File: config.mk
export PLATFORM = sky130hd
export DESIGN_NAME = prim_fifo_pack
export DESIGN_NICKNAME = d
export VERILOG_FILES = /design/src/rtl/prim_fifo_pack_pkg.sv /design/src/rtl/prim_fifo_pack.sv
export SDC_FILE = /design/constraint.sdc
export NUM_CORES = 1
export LEC_CHECK = 0
export CORE_UTILIZATION = 47
export DETAILED_ROUTE_END_ITERATION = 10
export GPL_TIMING_DRIVEN = 0
export PLACE_DENSITY = 0.77
export SYNTH_ARGS = -nofsm -noshare
export SYNTH_HDL_FRONTEND = slang
export SYNTH_SLANG_ARGS = --single-unit
File: constraint.sdc
create_clock -name clk_i -period 10.7 [get_ports clk_i]
set_input_delay 1.07 -clock clk_i [delete_from_list [all_inputs] [get_ports clk_i]]
set_output_delay 1.07 -clock clk_i [all_outputs]
set_load 0.02 [all_outputs]
File: src/rtl/prim_fifo_pack_pkg.sv
// Shared helpers for the width-upsizing packer: lane count and lane-index
// width derived from the input/output word widths.
package prim_fifo_pack_pkg;

    // Returns 0 when OutW is not a whole multiple of InW so the top can reject it.
    function automatic int pack_ratio(input int in_w, input int out_w);
        if (in_w <= 0 || out_w < in_w || (out_w % in_w) != 0) begin
            return 0;
        end
        return out_w / in_w;
    endfunction

    function automatic int lane_w(input int ratio);
        return (ratio > 1) ? $clog2(ratio) : 1;
    endfunction

endpackage

File: src/rtl/prim_fifo_pack.sv
// Packs consecutive narrow beats from a FIFO read port into one wide word
// (lane 0 in the LSBs); last_i closes a word early, mask_o marks filled lanes.
module prim_fifo_pack
    import prim_fifo_pack_pkg::*;
#(
    parameter int InW = 16,
    parameter int OutW = 64,
    localparam int Ratio = pack_ratio(InW, OutW),
    localparam int LaneW = lane_w(Ratio)
) (
    input  logic             clk_i,
    input  logic             rst_i,
    input  logic             clr_i,
    input  logic             valid_i,
    output logic             ready_o,
    input  logic [InW-1:0]   data_i,
    input  logic             last_i,
    output logic             valid_o,
    input  logic             ready_i,
    output logic [OutW-1:0]  data_o,
    output logic [Ratio-1:0] mask_o,
    output logic [LaneW-1:0] lane_o
);

    typedef logic [Ratio-1:0] lane_mask_t;

    if (Ratio < 1) begin : g_bad_ratio
        $error("prim_fifo_pack: OutW must be a non-zero multiple of InW");
    end

    logic [OutW-1:0]  acc_reg, acc_next, acc_merged;
    lane_mask_t       acc_mask_reg, acc_mask_next, mask_merged;
    logic [LaneW-1:0] lane_reg, lane_next;
    logic             valid_reg, valid_next;
    logic [OutW-1:0]  data_reg, data_next;
    lane_mask_t       mask_reg, mask_next;

    logic accept, lane_last, complete, out_pop;

    assign ready_o   = !valid_reg || ready_i;
    assign accept    = valid_i && ready_o;
    assign lane_last = (lane_reg == LaneW'(Ratio - 1));
    assign complete  = accept && (lane_last || last_i);
    assign out_pop   = valid_reg && ready_i;

    // The incoming beat is merged combinationally so a completing beat lands
    // in the output register on the same edge it is accepted.
    for (genvar gi = 0; gi < Ratio; gi++) begin : g_lane
        logic lane_en;
        assign lane_en = accept && (lane_reg == LaneW'(gi));
        assign acc_merged[gi*InW +: InW] = lane_en ? data_i : acc_reg[gi*InW +: InW];
        assign mask_merged[gi] = lane_en || acc_mask_reg[gi];
    end

    always_comb begin
        acc_next      = acc_reg;
        acc_mask_next = acc_mask_reg;
        lane_next     = lane_reg;
        valid_next    = valid_reg;
        data_next     = data_reg;
        mask_next     = mask_reg;

        if (clr_i) begin
            acc_next      = '0;
            acc_mask_next = '0;
            lane_next     = '0;
            valid_next    = 1'b0;
            data_next     = '0;
            mask_next     = '0;
        end else if (complete) begin
            // A new word overwrites any word being handed off this cycle.
            valid_next    = 1'b1;
            data_next     = acc_merged;
            mask_next     = mask_merged;
            acc_next      = '0;
            acc_mask_next = '0;
            lane_next     = '0;
        end else begin
            if (accept) begin
                acc_next      = acc_merged;
                acc_mask_next = mask_merged;
                lane_next     = lane_reg + LaneW'(1);
            end
            if (out_pop) begin
                valid_next = 1'b0;
                data_next  = '0;
                mask_next  = '0;
            end
        end
    end

    always_ff @(posedge clk_i or posedge rst_i) begin
        if (rst_i) begin
            acc_reg      <= '0;
            acc_mask_reg <= '0;
            lane_reg     <= '0;
            valid_reg    <= 1'b0;
            data_reg     <= '0;
            mask_reg     <= '0;
        end else begin
            acc_reg      <= acc_next;
            acc_mask_reg <= acc_mask_next;
            lane_reg     <= lane_next;
            valid_reg    <= valid_next;
            data_reg     <= data_next;
            mask_reg     <= mask_next;
        end
    end

    assign valid_o = valid_reg;
    assign data_o  = data_reg;
    assign mask_o  = mask_reg;
    assign lane_o  = lane_reg;

endmodule

==> results_dict.tcl, run 1 <==
set metrics [dict create \
    drv_cap 0 \
    grt.busiest_layer "met2" \
    cts_root_buf "clkbuf_16" \
    grt_overflow 0 \
    use_met2_pct 39.96 \
    initial_utilization_pct 48.63 \
    whs_endpoint "data_o[16]" \
    grt_pass1_vias 4636 \
    cp-end-kind "output pin" \
    grtUsageMet1_pct 32.24 \
    io_buffers 92 \
    min_from "data_o[16]" \
    synth_simple_gate_area_share_pct 11.66 \
    status "finished, final reports clean" \
    pwr_density_cell_mw_per_mm2 159.8 \
    slew_violations 0 \
    reg2reg_slack_ps 8510 \
    swShare_pct 23.80 \
    yosysSeqAreaShare_pct 58.81 \
    pwr-share-comb_pct 8.0 \
    routed-via-count 4456 \
    antenna_cells 0 \
    netlist_top_cells_area "dfrtp_1 59%, mux2i_1 11%, a22oi_1 6.1%" \
    ys_types 27 \
    rows 40 \
    holdBufCountCts 0 \
    min_path_type "flop to flop" \
    max_slew.worst_pin.slew_ps 723.6 \
    nets 672 \
    cts_tree "built" \
    clk_latency_ps 420 \
    syn_inst 534 \
    htree_levels 4 \
    fin_skew_ps 7.599 \
    power_uw 1227 \
    met3_usage_pct 5.717 \
    worstPathArrival_ps 2570 \
    p_switching_uw 292.0 \
    cp.required_ps 9630 \
    synth_top_family_by_area "compound AO/OA/AOI/OAI gates" \
    ioPinCount 94 \
    via_per_inst 5.388 \
    final_cell_mix "139 x dfrtp_1, 92 x clkdlybuf4s50_1, 70 x nand2_1" \
    reg2reg_from "lane_o[1]" \
    synth_compound_area_share_pct 13.29 \
    path_clk_slew_ps 60 \
    power_frac_seq_pct 43.8 \
    antenna_found_initial 0 \
    finalCriticalPeriod_ps 3641 \
    die_h_um 114.2 \
    crit_fanout 10 \
    setup_viol 0 \
    reg2reg_depth 7 \
    ir_worst_vdd_uv 74.18 \
    holdPathStages 2 \
    core_region_area_mm2 0.01216 \
    max_freq_ghz 0.2747 \
    yosysTopAreaCell "dfrtp_1" \
    final_common_cell "dfrtp_1" \
    synthAdderAreaFrac_pct 0.8462 \
    path_class "primary input to output pin" \
    drc 0 \
    dp_cells 795 \
    ff_latch_area_mm2 0.003478 \
    relSlewSlack_pct 51.76 \
    grt_use_total_pct 24.55 \
    die_w_um 114.2 \
    grt_first_pass_wirelength_um 24200 \
    place.detailed.hpwl_um 10110 \
    post-cts-setup-buffers 0 \
    synth-xor-area-share_pct 0 \
    route.final.wire_length_um 14650 \
    cts_inserted_buffers 17 \
    final.setup.worst_slack_ps 7059 \
    cts.repair.resized 0 \
    dieArea_mm2 0.01304 \
    drtIter0Drc 278 \
    yosysWarnings 0 \
    cts.sinks 139 \
    nFillCells 980 \
    grt_max_degree 83 \
    ys_seq_elements 139 \
    drive_above_1_share_pct 9.560 \
    multiInputGateArea_mm2 0.002166 \
    pre_cts_ws_ps 7056 \
    leakagePower_uw 0.003243 \
    startpoint_type "primary input" \
    antenna_left 0 \
    startpoint "ready_i" \
    dr.pass1.iters 5 \
    post_drt_wl_per_cell_um 17.72 \
    p_int_uw 934.8 \
    post-route-period-util_pct 34.02 \
    clockPowerShare_pct 48.2 \
    syn_nets 560 \
    r2r_end "data_o[39]" \
    post_synth.cell_area_avg_um2 11.08 \
    rsz0062_at_grt "false" \
    final_cells 827 \
    tns_ps 0 \
    place.gp.congestion 0.8564 \
    yosys-mux-area-fraction_pct 10.83 \
    synthesis.area_mm2 0.005914 \
    area_growth_pct 29.81 \
    cts_buffer_depth 2 \
    finalHoldViolCount 0 \
    netlist.area_leader.share_pct 58.81 \
]
-- power by group through the flow --
stage / registers, µW / clock network (µW) / logic [µW]
after global routing: 538 / 620 / 106
after global placement: 547 / 0 / 93.3
final: 538 / 591 / 97.8
after floorplan: 551 / 0 / 51.5
after detailed placement: 547 / 0 / 97.6
after CTS: 538 / 594 / 98.2
-- layout make-up --
cell class / instances / area share (%)
Sequential cell: 139 / 45.31
Tap cell: 168 / 2.738
Inverter: 3 / 0.2119
Clock buffer: 22 / 6.307
Timing Repair Buffer: 93 / 12.35
Buffer: 43 / 3.374
Multi-Input combinational cell: 349 / 28.21
Clock inverter: 10 / 1.499
-- through the flow --
step	area, µm²	hold WS [ps]	util [%]
5_1_grt	7677	499.5	63.13
2_1_floorplan	5914	452.8	-
3_3_place_gp	7046	466.4	57.93
6_report	7677	482.1	63.13
3_5_place_dp	7078	470.5	58.20
4_1_cts	7677	485.2	63.13
-- metal layers --
layer  wire length, µm  part of all wire [%]  up-vias
li1                  -                     -     2073
met1              6495                    44     2218
met2              7094                    48      146
met3               824                   5.6       19
met4               237                   1.6        0
met5                 0                     0        -
-- worst max-delay path by stage --
stage                      end  slack [ps]  depth (start not counted)
2_1_floorplan  acc_mask_reg[0]        5910                          1
3_3_place_gp        data_o[60]        4310                          2
3_5_place_dp           ready_o        7060                          4
4_1_cts                ready_o        7050                          4
5_1_grt                ready_o        7010                          4
6_report               ready_o        7060                          4
-- cell families (layout without fill, tap and decap cells) --
logic type      after synthesis  after routing
compound gates              124            124
fa+ha+maj                     4              4
buf+inv                      46            171
flops                       139            139
mux                          64             64
simple gates                157            157
-- worst max-delay path: stages --
cell and delay (ps):
clkdlybuf4s50_1 550, nand2b_4 200, buf_6 150, clkdlybuf4s50_1 600
-- cell usage after synthesis --
| cell | number |
|---|---|
| or3_1 | 1 |
| a22oi_1 | 48 |
| and4_1 | 3 |
| a31oi_1 | 1 |
| and2_1 | 17 |
| nor2b_1 | 4 |
| inv_1 | 3 |
| buf_2 | 8 |
| mux2i_1 | 64 |
| nand2_2 | 1 |
| buf_6 | 8 |
| ha_1 | 4 |
| and3_1 | 4 |
| a21oi_1 | 2 |
| nand2_1 | 70 |
| nand4_1 | 2 |
| or2_1 | 1 |
| o21ai_0 | 44 |
| dfrtp_1 | 139 |
| nor2_1 | 53 |
| nand2b_4 | 1 |
| o211ai_2 | 3 |
| a221oi_4 | 1 |
| clkbuf_1 | 19 |
| clkbuf_2 | 1 |
| buf_4 | 7 |
| o21ai_1 | 25 |
No activity file was read; power rests on OpenSTA's default activity.
==> inputs of run 2 (changes only) <==
Settings changed: PLACE_DENSITY 0.77 to 0.8.
Clock period 10.7 ns to 3 ns, I/O delays scaled along.
==> run 2 against run 1 <==
  * Highest routed layer unchanged
  * Hold slack lost 210 ps
  * First-iteration DRC count rose by 15%
  * Routed wire length decreased by 1.5%
  * Largest power group unchanged
  * Global-route usage fell by 1.0 points
  * Clock power rose to 3.6 times the previous value
  * Non-clock buffer count up 2
==> results_dict.tcl, run 2 (synthesis gave the netlist of run 1 again) <==
set metrics [dict create \
    status "finished, final reports clean" \
    worstPathArrival_ps 2680 \
    initial_utilization_pct 48.63 \
    antenna_found_initial 0 \
    holdBufCountCts 0 \
    cts_buffer_depth 2 \
    grt_overflow 0 \
    io_buffers 92 \
    min_path_type "primary input to async pin" \
    pwr-share-comb_pct 7.9 \
    die_w_um 114.2 \
    wl_met2_um 7094 \
    cp-end-kind "flop" \
    drv_cap 0 \
    htree_levels 4 \
    routed-via-count 4509 \
    critPathMaxStageDelay_ps 550 \
    post_drt_wl_per_cell_um 17.40 \
    post-cts-setup-buffers 0 \
    via_per_inst 5.439 \
    pwr_density_cell_mw_per_mm2 573.1 \
    drc 0 \
    cts.sinks 139 \
    final_cell_mix "139 x dfrtp_1, 92 x clkdlybuf4s50_1, 70 x nand2_1" \
    max_slew.worst_pin.slew_ps 639.9 \
    grt_first_pass_wirelength_um 23300 \
    cts.repair.resized 0 \
    final_common_cell "dfrtp_1" \
    clk_latency_ps 430 \
    relSlewSlack_pct 57.34 \
    rsz0062_at_grt "false" \
    cts_root_buf "clkbuf_16" \
    ioPinCount 94 \
    grt_max_degree 46 \
    place.detailed.hpwl_um 10160 \
    fin_skew_ps 7.640 \
    top_layer "met4" \
    path_clk_slew_ps 60 \
    drive_above_1_share_pct 9.834 \
    core_region_area_mm2 0.01216 \
    antenna_cells 0 \
    setup_viol 0 \
    startpoint_type "flop" \
    route.final.wire_length_um 14430 \
    critPathSlowestCell "clkbuf_1" \
    swShare_pct 23.23 \
    drtIter0Drc 319 \
    rows 40 \
    crit_fanout 10 \
    grt_pass1_vias 4486 \
    area_growth_pct 30.57 \
    slew_violations 0 \
    path_cells "ha_1 > or2_1 > buf_2 > a221oi_4 > clkbuf_1 > nand2_1 > o21ai_1" \
    tns_ps 0 \
    layout.core_utilization_pct 63.50 \
    power_frac_seq_pct 43.4 \
    finalCriticalPeriod_ps 2335 \
    cts_inserted_buffers 17 \
    max_freq_ghz 0.4283 \
    post-route-period-util_pct 77.82 \
    dp_cells 797 \
    grt_use_total_pct 23.53 \
    wl_met1_um 6330 \
    finalHoldViolCount 0 \
    dr.pass1.iters 5 \
    cts_tree "built" \
    clockPowerShare_pct 48.7 \
    p_int_uw 3397 \
    dieArea_mm2 0.01304 \
    wl_met3_um 803 \
    p_switching_uw 1028 \
    cp.required_ps 3350 \
    final_cells 829 \
    ir_worst_vdd_uv 302.5 \
    place.gp.congestion 0.8600 \
    antenna_left 0 \
    die_h_um 114.2 \
    path_class "flop to flop" \
    nets 674 \
    leakagePower_uw 0.003265 \
]
run 2: changes by cell type in the layout (fill, tap and decap cells not counted):
cell / before / now
buf_12: 0 / 3
buf_16: 1 / 0
bufinv_16: 2 / 3
clkbuf_8: 4 / 3
clkinv_2: 3 / 4
inv_6: 1 / 0
run 2: layout make-up:
class | count | area (µm²)
clock buffer | 21 | 470.5
timing repair buffer | 95 | 980.9
multi-input combinational | 349 | 2166
fill | 935 | 4439
sequential | 139 | 3478
buffer | 43 | 259.0
tap | 168 | 210.2
clock inverter | 11 | 142.6
inverter | 3 | 15.01
run 2: layer usage:
metal	global-route usage (%)	vias up
li1	-	2078
met1	31.29	2254
met2	38.34	160
met3	5.135	17
met4	8.052	0
met5	0	-
run 2: worst max-delay path: cells and delay by family (launching register included):
kind,cells,cell delay (ps)
buf+inv,2,720
compound gates,2,500
flops,1,440
simple gates,2,370
fa+ha+maj,1,230
run 2: power groups by stage:
stage	clock [µW]	combinational, µW	sequential [µW]
floorplan	0	184	1970
global placement	0	330	1950
detailed placement	0	351	1950
CTS	2170	354	1920
global route	2260	384	1920
finish	2150	351	1920
run 2: through the flow:
stage               area, µm²  hold slack, ps  setup slack [ps]  total power, µW
finish                   7722           274.7             665.4             4425
global route             7722           330.7             591.3             4561
CTS                      7722           289.5             725.8             4443
detailed placement       7109           470.5             685.6             2303
global placement         7049           467.6            -96.77             2281
floorplan                5918           452.8             964.9             2149
run 2: worst paths after layout:
check                                  end  slack, ps  cells past startpoint       from
worst min register to register   data_o[1]        480                      2  data_o[1]
worst max-delay path            data_o[41]        670                      7  lane_o[1]
worst max register to register  data_o[41]        670                      7  lane_o[1]
min in group clk_i                 valid_o        350                      2      clr_i
worst min-delay path            data_o[20]        270                      2      rst_i
max in group asynchronous       data_o[60]       1870                      4      rst_i
==> inputs of run 3 (changes only) <==
Settings changed: PLACE_DENSITY 0.8 to 0.77.
Clock period 3 ns to 2.23 ns, I/O delays scaled along.
==> run 3 against run 2 <==
  * Sequential share of layout area down 0.19 points
  * Die area unchanged
  * First-iteration DRC count down 37%
  * Total power up 37%
  * Combinational power up 37%
  * Clock power up 40%
  * Critical endpoint is now acc_reg[2]
  * Largest cell class unchanged
==> results_dict.tcl, run 3 (synthesis gave the netlist of run 1 again) <==
set metrics [dict create \
    area_growth_pct 31.12 \
    cts_root_buf "clkbuf_16" \
    place.detailed.hpwl_um 10410 \
    holdBufCountCts 0 \
    die_w_um 114.2 \
    place_area_mm2 0.007109 \
    multiInputGateArea_mm2 0.002168 \
    finalHoldWorstSlack_ps 198.7 \
    finalHoldViolCount 0 \
    drv_cap 0 \
    drive_above_1_share_pct 10.76 \
    slew_violations 0 \
    reg2reg_slack_ps 120 \
    ir_worst_vdd_uv 369.7 \
    grt_overflow 0 \
    pwr_density_cell_mw_per_mm2 782.7 \
    grt_use_total_pct 24.65 \
    cts_tree "built" \
    postLayoutCellArea_mm2 0.007755 \
    critPathMaxStageDelay_ps 430 \
    ff_latch_area_mm2 0.003478 \
    cp.required_ps 2560 \
    cts.repair.resized 0 \
    startpoint_type "flop" \
    setup_viol 0 \
    post-route-period-util_pct 94.52 \
    reg2reg_from "lane_o[0]" \
    final_cell_mix "139 x dfrtp_1, 92 x clkdlybuf4s50_1, 70 x nand2_1" \
    nets 673 \
    cp-end-kind "flop" \
    post_drt_wl_per_cell_um 17.84 \
    power_uw 6070 \
    cts.sinks 139 \
    clk_latency_ps 410 \
    worstPathArrival_ps 2440 \
    leakagePower_uw 0.003287 \
    grt_first_pass_wirelength_um 24330 \
    crit_top_cell "buf_2" \
    r2r_end "acc_reg[2]" \
    crit_path_end "acc_reg[2]" \
    dieArea_mm2 0.01304 \
    routed-via-count 4457 \
    core_region_area_mm2 0.01216 \
    rows 40 \
    route.final.wire_length_um 14770 \
    finalCriticalPeriod_ps 2108 \
    grt_pass1_vias 4609 \
    drtIter0Drc 201 \
    path_cells "ha_1 > or2_1 > buf_2 > o211ai_2 > buf_2 > a22oi_1 > nor2_1" \
    layout.core_utilization_pct 63.77 \
    reg2reg_depth 7 \
    nFillCells 933 \
    final_common_cell "dfrtp_1" \
    cts_inserted_buffers 17 \
    tns_ps 0 \
    max_slew.worst_pin.slew_ps 524.1 \
    fin_skew_ps 6.238 \
    via_per_inst 5.383 \
    relSlewSlack_pct 64.98 \
    dr.pass1.iters 5 \
    startpoint "lane_o[0]" \
    cts_buffer_depth 2 \
    ioPinCount 94 \
    htree_levels 4 \
    antenna_left 0 \
    post-cts-setup-buffers 0 \
    antenna_cells 0 \
    path_class "flop to flop" \
    path_clk_slew_ps 60 \
    drc 0 \
    min_path_type "primary input to async pin" \
    io_buffers 92 \
    critPathSlowestCell "dfrtp_1" \
    place.gp.congestion 0.8678 \
    grt_max_degree 43 \
    max_freq_ghz 0.4744 \
    initial_utilization_pct 48.63 \
    antenna_found_initial 0 \
    rsz0062_at_grt "false" \
    crit_fanout 10 \
    status "finished, final reports clean" \
    die_h_um 114.2 \
]
## run 3: where the power goes
part,total (µW),leakage (µW),switching [µW],internal [µW]
Combinational,480,0.00105,306,174
Sequential,2580,0.00193,23.6,2560
Clock,3010,0.000305,1050,1960
Total,6070,0.00329,1380,4690
## run 3: how the worst min path moves through the flow
stage,from,endpoint,depth (start not counted)
floorplan,data_i[0],acc_reg[0],2
global placement,data_o[13],data_o[13],2
detailed placement,data_o[59],data_o[59],2
CTS,rst_i,data_o[19],2
global route,rst_i,data_o[19],2
finish,rst_i,data_o[19],2
## run 3: critical path, delay by kind of cell, from the launching register on
kind | cells | cell delay, ps
flops | 1 | 430
fa+ha+maj | 1 | 260
compound gates | 2 | 450
simple gates | 2 | 400
buf+inv | 2 | 480
## run 3: per-layer routing
layer  share of wire, %  vias to the layer above  track usage [%]
li1                   -                     2083                -
met5                  0                        -                0
met4                1.2                        0            7.879
met2                 51                      130            41.58
met3                5.3                       17            5.029
met1                 43                     2227            32.03
## run 3: per-stage QoR
stage | setup WS [ps] | std cells
after global routing | 7.433 | 828
final | 122.1 | 828
after detailed placement | 48.16 | 797
after global placement | -808.7 | 794
after CTS | 31.01 | 829
after floorplan | 271.9 | 534
## run 3: area by class of cell
class	count	share of cell area, %
Buffer	42	3.420
Clock buffer	21	6.066
Clock inverter	11	2.146
Inverter	3	0.1936
Multi-Input combinational cell	349	27.96
Sequential cell	139	44.85
Tap cell	168	2.711
Timing Repair Buffer	95	12.65
